**config.mk**
```make
export PLATFORM = sky130hd
export DESIGN_NAME = conv1_write_controller_flat
export DESIGN_NICKNAME = d
export VERILOG_FILES = /design/src/rtl/cnn_pkg.sv /design/src/rtl/conv1_write_controller_if.sv /design/src/rtl/conv1_write_controller_pool_relu_unit.sv /design/src/rtl/conv1_write_controller.sv /design/src/flat_wrapper.sv
export SDC_FILE = /design/constraint.sdc
export NUM_CORES = 1
export LEC_CHECK = 0
export ABC_AREA = 1
export BUFFER_PORTS_ARGS = -buffer_cell sky130_fd_sc_hd__buf_2
export CAP_MARGIN = 40
export CORE_ASPECT_RATIO = 0.5
export CORE_MARGIN = 3
export CORE_UTILIZATION = 55
export CTS_CLUSTER_DIAMETER = 200
export DETAILED_ROUTE_END_ITERATION = 10
export PLACE_DENSITY_LB_ADDON = 0.08
export REMOVE_ABC_BUFFERS = 1
export SYNTH_ARGS = -nofsm -noshare
export SYNTH_HDL_FRONTEND = slang
export SYNTH_SLANG_ARGS = --single-unit
```
**constraint.sdc**
```tcl
create_clock -name iCLK -period 3.01 [get_ports iCLK]
set_input_delay 0.301 -clock iCLK [delete_from_list [all_inputs] [get_ports iCLK]]
set_output_delay 0.301 -clock iCLK [all_outputs]
set_load 0.005 [all_outputs]
```
**src/rtl/cnn_pkg.sv**
```systemverilog
// Shared CNN definitions: control-state encoding, default widths and CONV1 map geometry.
// The read-address generator uses the same geometry constants.
package cnn_pkg;

  localparam int DWL_DEF           = 16;
  localparam int AWL_DEF           = 9;
  localparam int CONV1_OUT_W       = 7;
  localparam int CONV1_OUT_H       = 8;
  localparam int CONV1_BANK_OFFSET = 252;

  typedef enum logic [1:0] {
    IDLE = 2'd0,
    RUN  = 2'd1,
    DONE = 2'd2
  } ctrlState_t;

endpackage

```
**src/rtl/conv1_write_controller_if.sv**
```systemverilog
// Conv-result input stream and feature-map write port of the CONV1 write controller.
// The bus has no backpressure. iVALID qualifies iDATA and every valid beat seen in RUN is consumed.
// oWR_EN is a one-cycle strobe. oWR_ADDR and oWR_DATA hold their values between strobes.
interface conv1_write_controller_if
  import cnn_pkg::*;
#(
  parameter int DWL = DWL_DEF,
  parameter int AWL = AWL_DEF
);
  logic                  iSTART;
  logic                  iBANK;
  logic                  iVALID;
  logic signed [DWL-1:0] iDATA;
  logic                  oWR_EN;
  logic [AWL-1:0]        oWR_ADDR;
  logic signed [DWL-1:0] oWR_DATA;
  logic                  oBUSY;
  logic                  oDONE;
  ctrlState_t            dbgState;

  modport master (
    output iSTART, iBANK, iVALID, iDATA,
    input  oWR_EN, oWR_ADDR, oWR_DATA, oBUSY, oDONE, dbgState
  );

  modport slave (
    input  iSTART, iBANK, iVALID, iDATA,
    output oWR_EN, oWR_ADDR, oWR_DATA, oBUSY, oDONE, dbgState
  );
endinterface

```
**src/rtl/conv1_write_controller_pool_relu_unit.sv**
```systemverilog
// 2x2 max-pool over four consecutive accepted values, followed by ReLU.
// Emits a registered one-cycle pixelValid together with the pooled value.
module pool_relu_unit #(
  parameter int DWL = 16
) (
  input  logic                  clk,
  input  logic                  rst,
  input  logic                  clear,
  input  logic                  accept,
  input  logic signed [DWL-1:0] data,
  output logic                  lastBeat,
  output logic                  pixelValid,
  output logic signed [DWL-1:0] pixelData
);
  logic [1:0]            poolCnt;
  logic signed [DWL-1:0] maxReg;
  logic signed [DWL-1:0] runMax;

  // The first beat of a window always loads. On a tie the earlier value is kept.
  always_comb begin
    runMax = maxReg;
    if (poolCnt == 2'd0 || data > maxReg) runMax = data;
  end

  assign lastBeat = accept && (poolCnt == 2'd3);

  always_ff @(posedge clk) begin
    if (rst) begin
      poolCnt    <= 2'd0;
      maxReg     <= '0;
      pixelValid <= 1'b0;
      pixelData  <= '0;
    end else begin
      pixelValid <= 1'b0;
      if (clear) begin
        poolCnt <= 2'd0;
      end else if (accept) begin
        poolCnt <= poolCnt + 2'd1;
        maxReg  <= runMax;
        if (lastBeat) begin
          pixelValid <= 1'b1;
          pixelData  <= runMax[DWL-1] ? '0 : runMax;
        end
      end
    end
  end
endmodule

```
**src/rtl/conv1_write_controller.sv**
```systemverilog
// CONV1 write controller: frame FSM, raster col/row counters and write-address generation.
// Pooling and ReLU are delegated to pool_relu_unit.
module conv1_write_controller
  import cnn_pkg::*;
#(
  parameter int DWL         = DWL_DEF,
  parameter int AWL         = AWL_DEF,
  parameter int OUT_W       = CONV1_OUT_W,
  parameter int OUT_H       = CONV1_OUT_H,
  parameter int BANK_OFFSET = CONV1_BANK_OFFSET
) (
  input logic                    iCLK,
  input logic                    iRST,
  conv1_write_controller_if.slave bus
);
  localparam int CW = (OUT_W > 1) ? $clog2(OUT_W) : 1;
  localparam int RW = (OUT_H > 1) ? $clog2(OUT_H) : 1;
  localparam bit ADDR_FITS = (BANK_OFFSET + OUT_W * OUT_H) <= (1 << AWL);

  ctrlState_t            stateReg, stateNext;
  logic [CW-1:0]         colCnt;
  logic [RW-1:0]         rowCnt;
  logic [AWL-1:0]        rowBase;
  logic [AWL-1:0]        wrAddr;
  logic                  accept, lastBeat, pixelValid;
  logic signed [DWL-1:0] pixelData;
  logic                  endOfRow, lastPos;

  assign accept   = bus.iVALID && !bus.iSTART && (stateReg == RUN);
  assign endOfRow = (colCnt == CW'(OUT_W - 1));
  assign lastPos  = endOfRow && (rowCnt == RW'(OUT_H - 1));

  pool_relu_unit #(.DWL(DWL)) uPool (
    .clk        (iCLK),
    .rst        (iRST),
    .clear      (bus.iSTART),
    .accept     (accept),
    .data       (bus.iDATA),
    .lastBeat   (lastBeat),
    .pixelValid (pixelValid),
    .pixelData  (pixelData)
  );

  always_ff @(posedge iCLK) begin
    if (iRST) stateReg <= IDLE;
    else      stateReg <= stateNext;
  end

  // DONE is entered at the end of the final write cycle, so oDONE follows the last strobe.
  always_comb begin
    stateNext = stateReg;
    case (stateReg)
      IDLE:    if (bus.iSTART) stateNext = RUN;
      RUN:     if (!bus.iSTART && pixelValid && lastPos) stateNext = DONE;
      DONE:    if (bus.iSTART) stateNext = RUN;
      default: stateNext = IDLE;
    endcase
  end

  // Row advance adds OUT_W to a running base instead of multiplying row by width.
  always_ff @(posedge iCLK) begin
    if (iRST) begin
      colCnt  <= '0;
      rowCnt  <= '0;
      rowBase <= '0;
      wrAddr  <= '0;
    end else if (bus.iSTART) begin
      colCnt  <= '0;
      rowCnt  <= '0;
      rowBase <= bus.iBANK ? AWL'(BANK_OFFSET) : '0;
    end else begin
      if (lastBeat) wrAddr <= rowBase + AWL'(colCnt);
      if (pixelValid) begin
        if (endOfRow) begin
          colCnt  <= '0;
          rowCnt  <= rowCnt + 1'b1;
          rowBase <= rowBase + AWL'(OUT_W);
        end else begin
          colCnt <= colCnt + 1'b1;
        end
      end
    end
  end

  assign bus.oWR_EN   = pixelValid;
  assign bus.oWR_ADDR = wrAddr;
  assign bus.oWR_DATA = pixelData;
  assign bus.oBUSY    = (stateReg == RUN);
  assign bus.oDONE    = (stateReg == DONE);
  assign bus.dbgState = stateReg;

  addrRangeOk: assert property (@(posedge iCLK) ADDR_FITS);
endmodule

```
**src/flat_wrapper.sv**
```systemverilog
// flat-port wrapper written by rule: the top's interface ports become plain ports
module conv1_write_controller_flat import cnn_pkg::*;
#(
  parameter int DWL         = DWL_DEF,
  parameter int AWL         = AWL_DEF,
  parameter int OUT_W       = CONV1_OUT_W,
  parameter int OUT_H       = CONV1_OUT_H,
  parameter int BANK_OFFSET = CONV1_BANK_OFFSET
)
  (iCLK, iRST, bus_iSTART, bus_iBANK, bus_iVALID, bus_iDATA, bus_oWR_EN, bus_oWR_ADDR, bus_oWR_DATA, bus_oBUSY, bus_oDONE, bus_dbgState);
  conv1_write_controller_if #(.DWL(DWL), .AWL(AWL)) bus_i ();
  input logic iCLK;
  input logic iRST;
  input wire logic [$bits(bus_i.iSTART)-1:0] bus_iSTART;
  input wire logic [$bits(bus_i.iBANK)-1:0] bus_iBANK;
  input wire logic [$bits(bus_i.iVALID)-1:0] bus_iVALID;
  input wire logic [$bits(bus_i.iDATA)-1:0] bus_iDATA;
  output wire logic [$bits(bus_i.oWR_EN)-1:0] bus_oWR_EN;
  output wire logic [$bits(bus_i.oWR_ADDR)-1:0] bus_oWR_ADDR;
  output wire logic [$bits(bus_i.oWR_DATA)-1:0] bus_oWR_DATA;
  output wire logic [$bits(bus_i.oBUSY)-1:0] bus_oBUSY;
  output wire logic [$bits(bus_i.oDONE)-1:0] bus_oDONE;
  output wire logic [$bits(bus_i.dbgState)-1:0] bus_dbgState;
  assign bus_i.iSTART = bus_iSTART;
  assign bus_i.iBANK = bus_iBANK;
  assign bus_i.iVALID = bus_iVALID;
  assign bus_i.iDATA = bus_iDATA;
  assign bus_oWR_EN = bus_i.oWR_EN;
  assign bus_oWR_ADDR = bus_i.oWR_ADDR;
  assign bus_oWR_DATA = bus_i.oWR_DATA;
  assign bus_oBUSY = bus_i.oBUSY;
  assign bus_oDONE = bus_i.oDONE;
  assign bus_dbgState = bus_i.dbgState;
  conv1_write_controller #(.DWL(DWL), .AWL(AWL), .OUT_W(OUT_W), .OUT_H(OUT_H), .BANK_OFFSET(BANK_OFFSET)) u_core (.iCLK(iCLK), .iRST(iRST), .bus(bus_i));
endmodule
```
==> results of run 1 <==
## worst paths after layout
path	startpoint	end	slack [ns]	cells after the start
worst max register to register	u_core.uPool.maxReg[15]	u_core.uPool.maxReg[15]	0.63	15
worst min-delay path	bus_iVALID	u_core.uPool.poolCnt[0]	0.30	3
worst min register to register	u_core.rowCnt[0]	u_core.rowCnt[0]	0.46	1
worst max-delay path	u_core.uPool.maxReg[15]	u_core.uPool.maxReg[15]	0.63	15
## power by group through the flow
stage,logic [uW],clock network [uW],registers [uW]
after floorplan,124,0,836
after global placement,184,0,839
after detailed placement,186,0,839
after CTS,188,1040,823
after global routing,216,1080,825
final,189,1020,824
## registers in the layout, indices dropped and copies added, names as in the netlist
name	count
u_core.uPool.pixelData	15
u_core.bus.oWR_ADDR	9
u_core.colCnt	3
u_core.rowBase	9
u_core.uPool.maxReg	16
u_core.uPool.poolCnt	2
u_core.rowCnt	3
u_core.uPool.pixelValid	1
u_core.bus.dbgState	2
## per-layer routing
layer	routed length [um]	share of wire	global-route usage	vias up
met5	0	0	0	-
met4	72	0.010	0.06942	0
met3	365	0.051	0.07262	9
met2	3254	0.45	0.3520	62
met1	3504	0.49	0.2659	1339
li1	-	-	-	1581
## stage by stage
stage | cells | hold WS, ns | total power [uW] | util
3_5_place_dp | 570 | 0.4502 | 1026 | 0.6371
6_report | 586 | 0.3017 | 2035 | 0.6904
2_1_floorplan | 444 | 0.3634 | 960.1 | -
3_3_place_gp | 570 | 0.4507 | 1023 | 0.6371
5_1_grt | 586 | 0.3172 | 2118 | 0.6904
4_1_cts | 586 | 0.2903 | 2056 | 0.6904
## worst min-delay path, delay by kind of cell
family,cells,cell delay [ns]
buf+inv,1,0.09
compound gates,1,0.08
simple gates,1,0.11
## area by class of cell
cell class	count	area [um2]	share of cell area
multi-input combinational	310	1774	0.4523
sequential	60	1201	0.3062
inverter	74	277.8	0.07081
timing repair buffer	53	275.3	0.07018
clock buffer	11	252.7	0.06443
tap	73	91.34	0.02329
clock inverter	5	50.05	0.01276
## logic make-up after synthesis
logic type	share of synthesized area
AOI/OAI and AO/OA	0.1616
xor gates and xnor gates	0.01825
adders and majority gates	0.09535
buffers and inverters	0.1143
DFF	0.3575
other	0.001116
and+or+nand+nor	0.2518
## cells in the final DEF (no fill, tap or decap), types with 7 or more instances in the layout
| cell | n |
|---|---|
| buf_2 | 49 |
| inv_1 | 73 |
| clkbuf_16 | 9 |
| nor2_1 | 20 |
| a21oi_1 | 39 |
| dfxtp_1 | 60 |
| nand3_1 | 32 |
| ha_1 | 24 |
| o21ai_0 | 35 |
| xor2_1 | 7 |
| nand2_1 | 101 |
| a21oi_2 | 10 |
| nand3_2 | 10 |
==> run summary, run 1 <==
outcome - completed
full die area - 7139 um2
total CTS buffers - 9
CTS Sinks - 60
worst skew pair latency - 0.33 ns
sequential power share - 0.405
width of the die - 116.5 um
IO Pins - 51
Post-CTS Hold Buffers - 0
Clock Tree Root - clkbuf_16
area grow syn2layout - 16.76%
Syn Area/Cell - 7.256 um2
Cells after Synth - 463
Comb pwr share - 0.093
Max Slew Vio Count - 0
# nets final - 554
Buf/Inv on CP - 2
most frequent cell after synthesis - nand2_1
cell taking the most area after synthesis - dfxtp_1
Seq cells post-synth - 60
Total Neg Setup Slack - 0 ns
# rows - 19
1st-iter DRT viols - 144
WP data arrival - 2.59 ns
clock power share - 0.503
largest net degree at the start of global routing - 38
GP Congestion - 0.8142
Setup WS post-layout - 0.6330 ns
gr usage total - 0.2125
vias in the first global route - 2568
DP Area - 3620 um2
n_diodes - 0
Leak - 0.001905 uW
worst slew pin tran - 0.8396 ns
setup bufs post-CTS - 0
max-cap check violation count - 0
Synth area leaders - dfxtp_1, nand2_1, ha_1
kind of critical path - reg2reg
total routed wirelength - 7197 um
top cell family by delay on the critical path - simple AND/OR/NAND/NOR gates
endpoints failing hold - 0
Design Area, Final - 3923 um2
Async SR Flop Fraction - 0
crit-path cells - inv_1 > ha_1 > nand2_1 > nor3_2 > nand2_1 > nand2_1 > nand2_1 > nand2_2 > nand2_4 > nand2_4 > nand2_4 > nand2_4 > nand2_1 > o211ai_1 > inv_1
synthesized area - 3359 um2
I/O Buffers - 49
Final Critical Period - 2.377 ns
max_slew headroom - 0.4397
HPWL after detailed placement - 5070 um
starting density of the core - 0.5913
drt first pass iters - 4
initial antenna violation count - 0
Core Area - 5682 um2
Min-Delay Path Class - in2reg
Critical Path RT - 3.23 ns
Tcrit/Tclk final - 0.7897
number of synthesized flops with an enable pin - 0
share of layout cells above drive strength 1 - 0.1930
FILL cells - 491
Psw - 481.9 uW
VDD IR max - 338.4 uV
PD cells - 518.7 nW/um2
most frequent cell on the critical path - nand2_1
Setup Skew - 0.004716 ns
cts repair resizes - 0
post-synth top area share - 0.3575
die height - 61.27 um
Critical Path End Type - flip-flop
vias post-DR - 2991
critical path launch point type - flip-flop
Post-synth top flop - dfxtp_1
Slowest-stage cell, CP - dfxtp_1
antenna viol nets, final - 0
DRC Markers - 0
most frequent cells after synthesis - nand2_1, inv_1, dfxtp_1, a21oi_1, o21ai_0
max incr delay on CP - 0.34 ns
H-tree depth - 3
grt total ovfl - 0
Yosys warning count - 0
switching part of the total - 0.2368
CTS tree - done
post-DR wirelength/cell - 12.28 um
unrepaired setup endpoints after global routing - no
CP Max Fanout - 17
Post-Place Worst Slack - 0.6175 ns
clk slew on worst S/H paths - 0.05 ns
Max Freq - 420.7 MHz
internal power - 1553 uW
count of cell types in the netlist - 36
sequential-to-total area share from yosys stat - 0.3575
Avg Vias per Cell - 5.104
worst-case clock buffer depth - 2
global-route wire length before repair - 11620 um
count of final setup violators - 0
(Power assumes the default switching activity.)
==> inputs of run 2 (changes only) <==
--- a/config.mk
+++ b/config.mk
@@ -5,12 +5,12 @@
 export SDC_FILE = /design/constraint.sdc
 export NUM_CORES = 1
 export LEC_CHECK = 0
-export ABC_AREA = 1
+export ABC_AREA = 0
 export BUFFER_PORTS_ARGS = -buffer_cell sky130_fd_sc_hd__buf_2
 export CAP_MARGIN = 40
 export CORE_ASPECT_RATIO = 0.5
 export CORE_MARGIN = 3
-export CORE_UTILIZATION = 55
+export CORE_UTILIZATION = 52
 export CTS_CLUSTER_DIAMETER = 200
 export DETAILED_ROUTE_END_ITERATION = 10
 export PLACE_DENSITY_LB_ADDON = 0.08
==> constraint.sdc (replaced) <==
create_clock -name iCLK -period 2.17 [get_ports iCLK]
set_input_delay 0.217 -clock iCLK [delete_from_list [all_inputs] [get_ports iCLK]]
set_output_delay 0.217 -clock iCLK [all_outputs]
set_load 0.005 [all_outputs]
==> run summary, run 2 <==
Synth Area in XOR/XNOR - 0.04373
antenna viol nets, final - 0
outcome - finished, violations left
VDD IR max - 398.6 uV
CTS tree - done
HPWL after detailed placement - 5437 um
total CTS buffers - 9
unrepaired setup endpoints after global routing - yes
post-synthesis compound-gate area fraction - 0.2393
count of cell types in the netlist - 44
initial antenna violation count - 0
kind of critical path - reg2reg
global-route wire length before repair - 13420 um
gr usage total - 0.2213
main combinational cell family by area after synthesis - compound AO/OA/AOI/OAI gates
max incr delay on CP - 0.36 ns
multiplexer share of the synthesized area - 0.05292
grt total ovfl - 0
internal power - 2321 uW
R2R Setup Slk - -0.15 ns
Slowest-stage cell, CP - a221oi_1
Psw - 669.5 uW
Min-Delay Path Class - in2reg
Setup WS post-layout - -0.1548 ns
Buf/Inv on CP - 2
WP data arrival - 2.52 ns
number of synthesized flops with an enable pin - 0
Avg Vias per Cell - 5.544
IO Pins - 51
most frequent cell after synthesis - dfxtp_1
clk slew on worst S/H paths - 0.05 ns
switching part of the total - 0.2239
Post-synth top flop - dfxtp_1
max-cap check violation count - 0
die height - 63.22 um
Top reg by flops - u_core.uPool.maxReg
Final Critical Period - 2.325 ns
Clock Tree Root - clkbuf_16
Setup Skew - 0.004092 ns
n_diodes - 0
top cell family by delay on the critical path - compound AO/OA/AOI/OAI gates
post-synth top area share - 0.3528
CTS Sinks - 60
full die area - 7613 um2
1st-iter DRT viols - 193
sequential-to-total area share from yosys stat - 0.3528
DRC Markers - 0
Yosys warning count - 0
I/O Buffers - 49
Post-Synth Adder-Cell Area - 0.09408
clock power share - 0.518
share of layout cells above drive strength 1 - 0.3318
GP Congestion - 0.8114
Critical Path RT - 2.37 ns
Syn Area/Cell - 9.079 um2
Seq cells post-synth - 60
CP Max Fanout - 11
critical path launch point type - flip-flop
most common cell after layout, fill and taps aside - dfxtp_1
worst slew pin tran - 0.8244 ns
cell taking the most area after synthesis - dfxtp_1
# rows - 20
Tcrit/Tclk final - 1.071
post-DR wirelength/cell - 16.40 um
area of the multi-input gates - 2187 um2
register area - 1209 um2
vias in the first global route - 2899
count of final setup violators - 26
max reg flops - 16
Synth area leaders - dfxtp_1, ha_1, nand2b_1
Cells after Synth - 375
total routed wirelength - 8707 um
most frequent cells after synthesis - dfxtp_1, a21oi_1, nand2b_1, inv_1, ha_1
simple-gate share of the synthesized area - 0.1455
vias post-DR - 2944
sequential power share - 0.382
Max Slew Vio Count - 0
# nets final - 485
max_slew headroom - 0.4498
area grow syn2layout - 30.80%
most frequent cells in the layout - dfxtp_1, buf_2, a21oi_1
Max Freq - 430.1 MHz
FILL cells - 467
Post-Place Worst Slack - -0.06107 ns
Async SR Flop Fraction - 0
failing checks - setup timing
synthesized area - 3405 um2
largest registers - u_core.uPool.maxReg (16), u_core.uPool.pixelData (15)
H-tree depth - 3
starting density of the core - 0.5486
Core Area - 6206 um2
worst-case clock buffer depth - 2
largest net degree at the start of global routing - 31
worst skew pair latency - 0.33 ns
drt first pass iters - 4
width of the die - 120.4 um
Comb pwr share - 0.100
endpoints failing hold - 0
Leak - 0.001843 uW
crit-path cells - inv_1 > ha_1 > nand2_1 > o21a_1 > o221a_4 > o21ba_2 > buf_6 > a221oi_1 > a211oi_1
Critical Path End Type - flip-flop
PD cells - 671.6 nW/um2
Total Neg Setup Slack - -0.9096 ns
[run 2: what timing repair did]
item | in CTS | in global routing
setup buffers | 0 | 6
endpoints found under the hold margin | 0 | 0
setup endpoints to repair | 31 | 31
gates resized for setup | 3 | 46
pin swaps | 0 | 13
hold buffers | 0 | 0
cloned | 0 | 3
[run 2: power groups by stage]
stage / registers (uW) / clock network [uW] / logic [uW]
after floorplan: 1160 / 0 / 134
after global placement: 1160 / 0 / 223
after detailed placement: 1160 / 0 / 228
after CTS: 1140 / 1580 / 233
after global routing: 1140 / 1630 / 326
final: 1140 / 1550 / 300
[run 2: area by class of cell]
| class | count | area share |
|---|---|---|
| Clock buffer | 11 | 0.05676 |
| Timing Repair Buffer | 77 | 0.1169 |
| Tap cell | 88 | 0.02473 |
| Inverter | 27 | 0.02276 |
| Multi-Input combinational cell | 264 | 0.4911 |
| Clock inverter | 4 | 0.01630 |
| Sequential cell | 60 | 0.2714 |
[run 2: worst register-to-register path, cell delays in order (launching register included)]
cell and delay (ns):
dfxtp_1 0.35, inv_1 0.05, ha_1 0.28, nand2_1 0.08
o21a_1 0.22, o221a_4 0.29, o21ba_2 0.27, buf_6 0.18
a221oi_1 0.37, a211oi_1 0.10
[run 2: kinds of logic (layout without fill, tap and decap cells)]
group           count (synthesis)  in the layout
compound gates                107            107
xor+xnor                       17             17
fa+ha+maj                      25             25
buf+inv                        52            119
flops                          60             60
mux                            18             18
other cells                     1              1
simple gates                   95             96
[run 2: final timing paths]
check,start,endpoint,cells past startpoint
worst max-delay path,u_core.uPool.maxReg[11],u_core.uPool.pixelData[5],9
worst min-delay path,bus_iVALID,u_core.uPool.poolCnt[1],3
worst max register to register,u_core.uPool.maxReg[11],u_core.uPool.pixelData[5],9
worst min register to register,u_core.bus.oWR_ADDR[2],u_core.bus.oWR_ADDR[2],2
[run 2: per-layer routing]
metal,vias up,track usage,part of all wire
met5,-,0,0
met4,0,0.07345,0.015
met3,14,0.06726,0.061
met2,83,0.3794,0.49
met1,1401,0.2657,0.43
li1,1446,-,-
[run 2: stage by stage]
stage            util  hold WS [ns]  cells  cell area [um2]  power [uW]
6_report       0.7175        0.1771    531             4453        2991
5_1_grt        0.7175        0.1819    531             4453        3100
4_1_cts        0.6645        0.1716    522             4124        2951
3_5_place_dp   0.6097        0.4423    507             3784        1391
3_3_place_gp   0.6097        0.4430    507             3784        1385
2_1_floorplan       -        0.2861    350             3266        1294
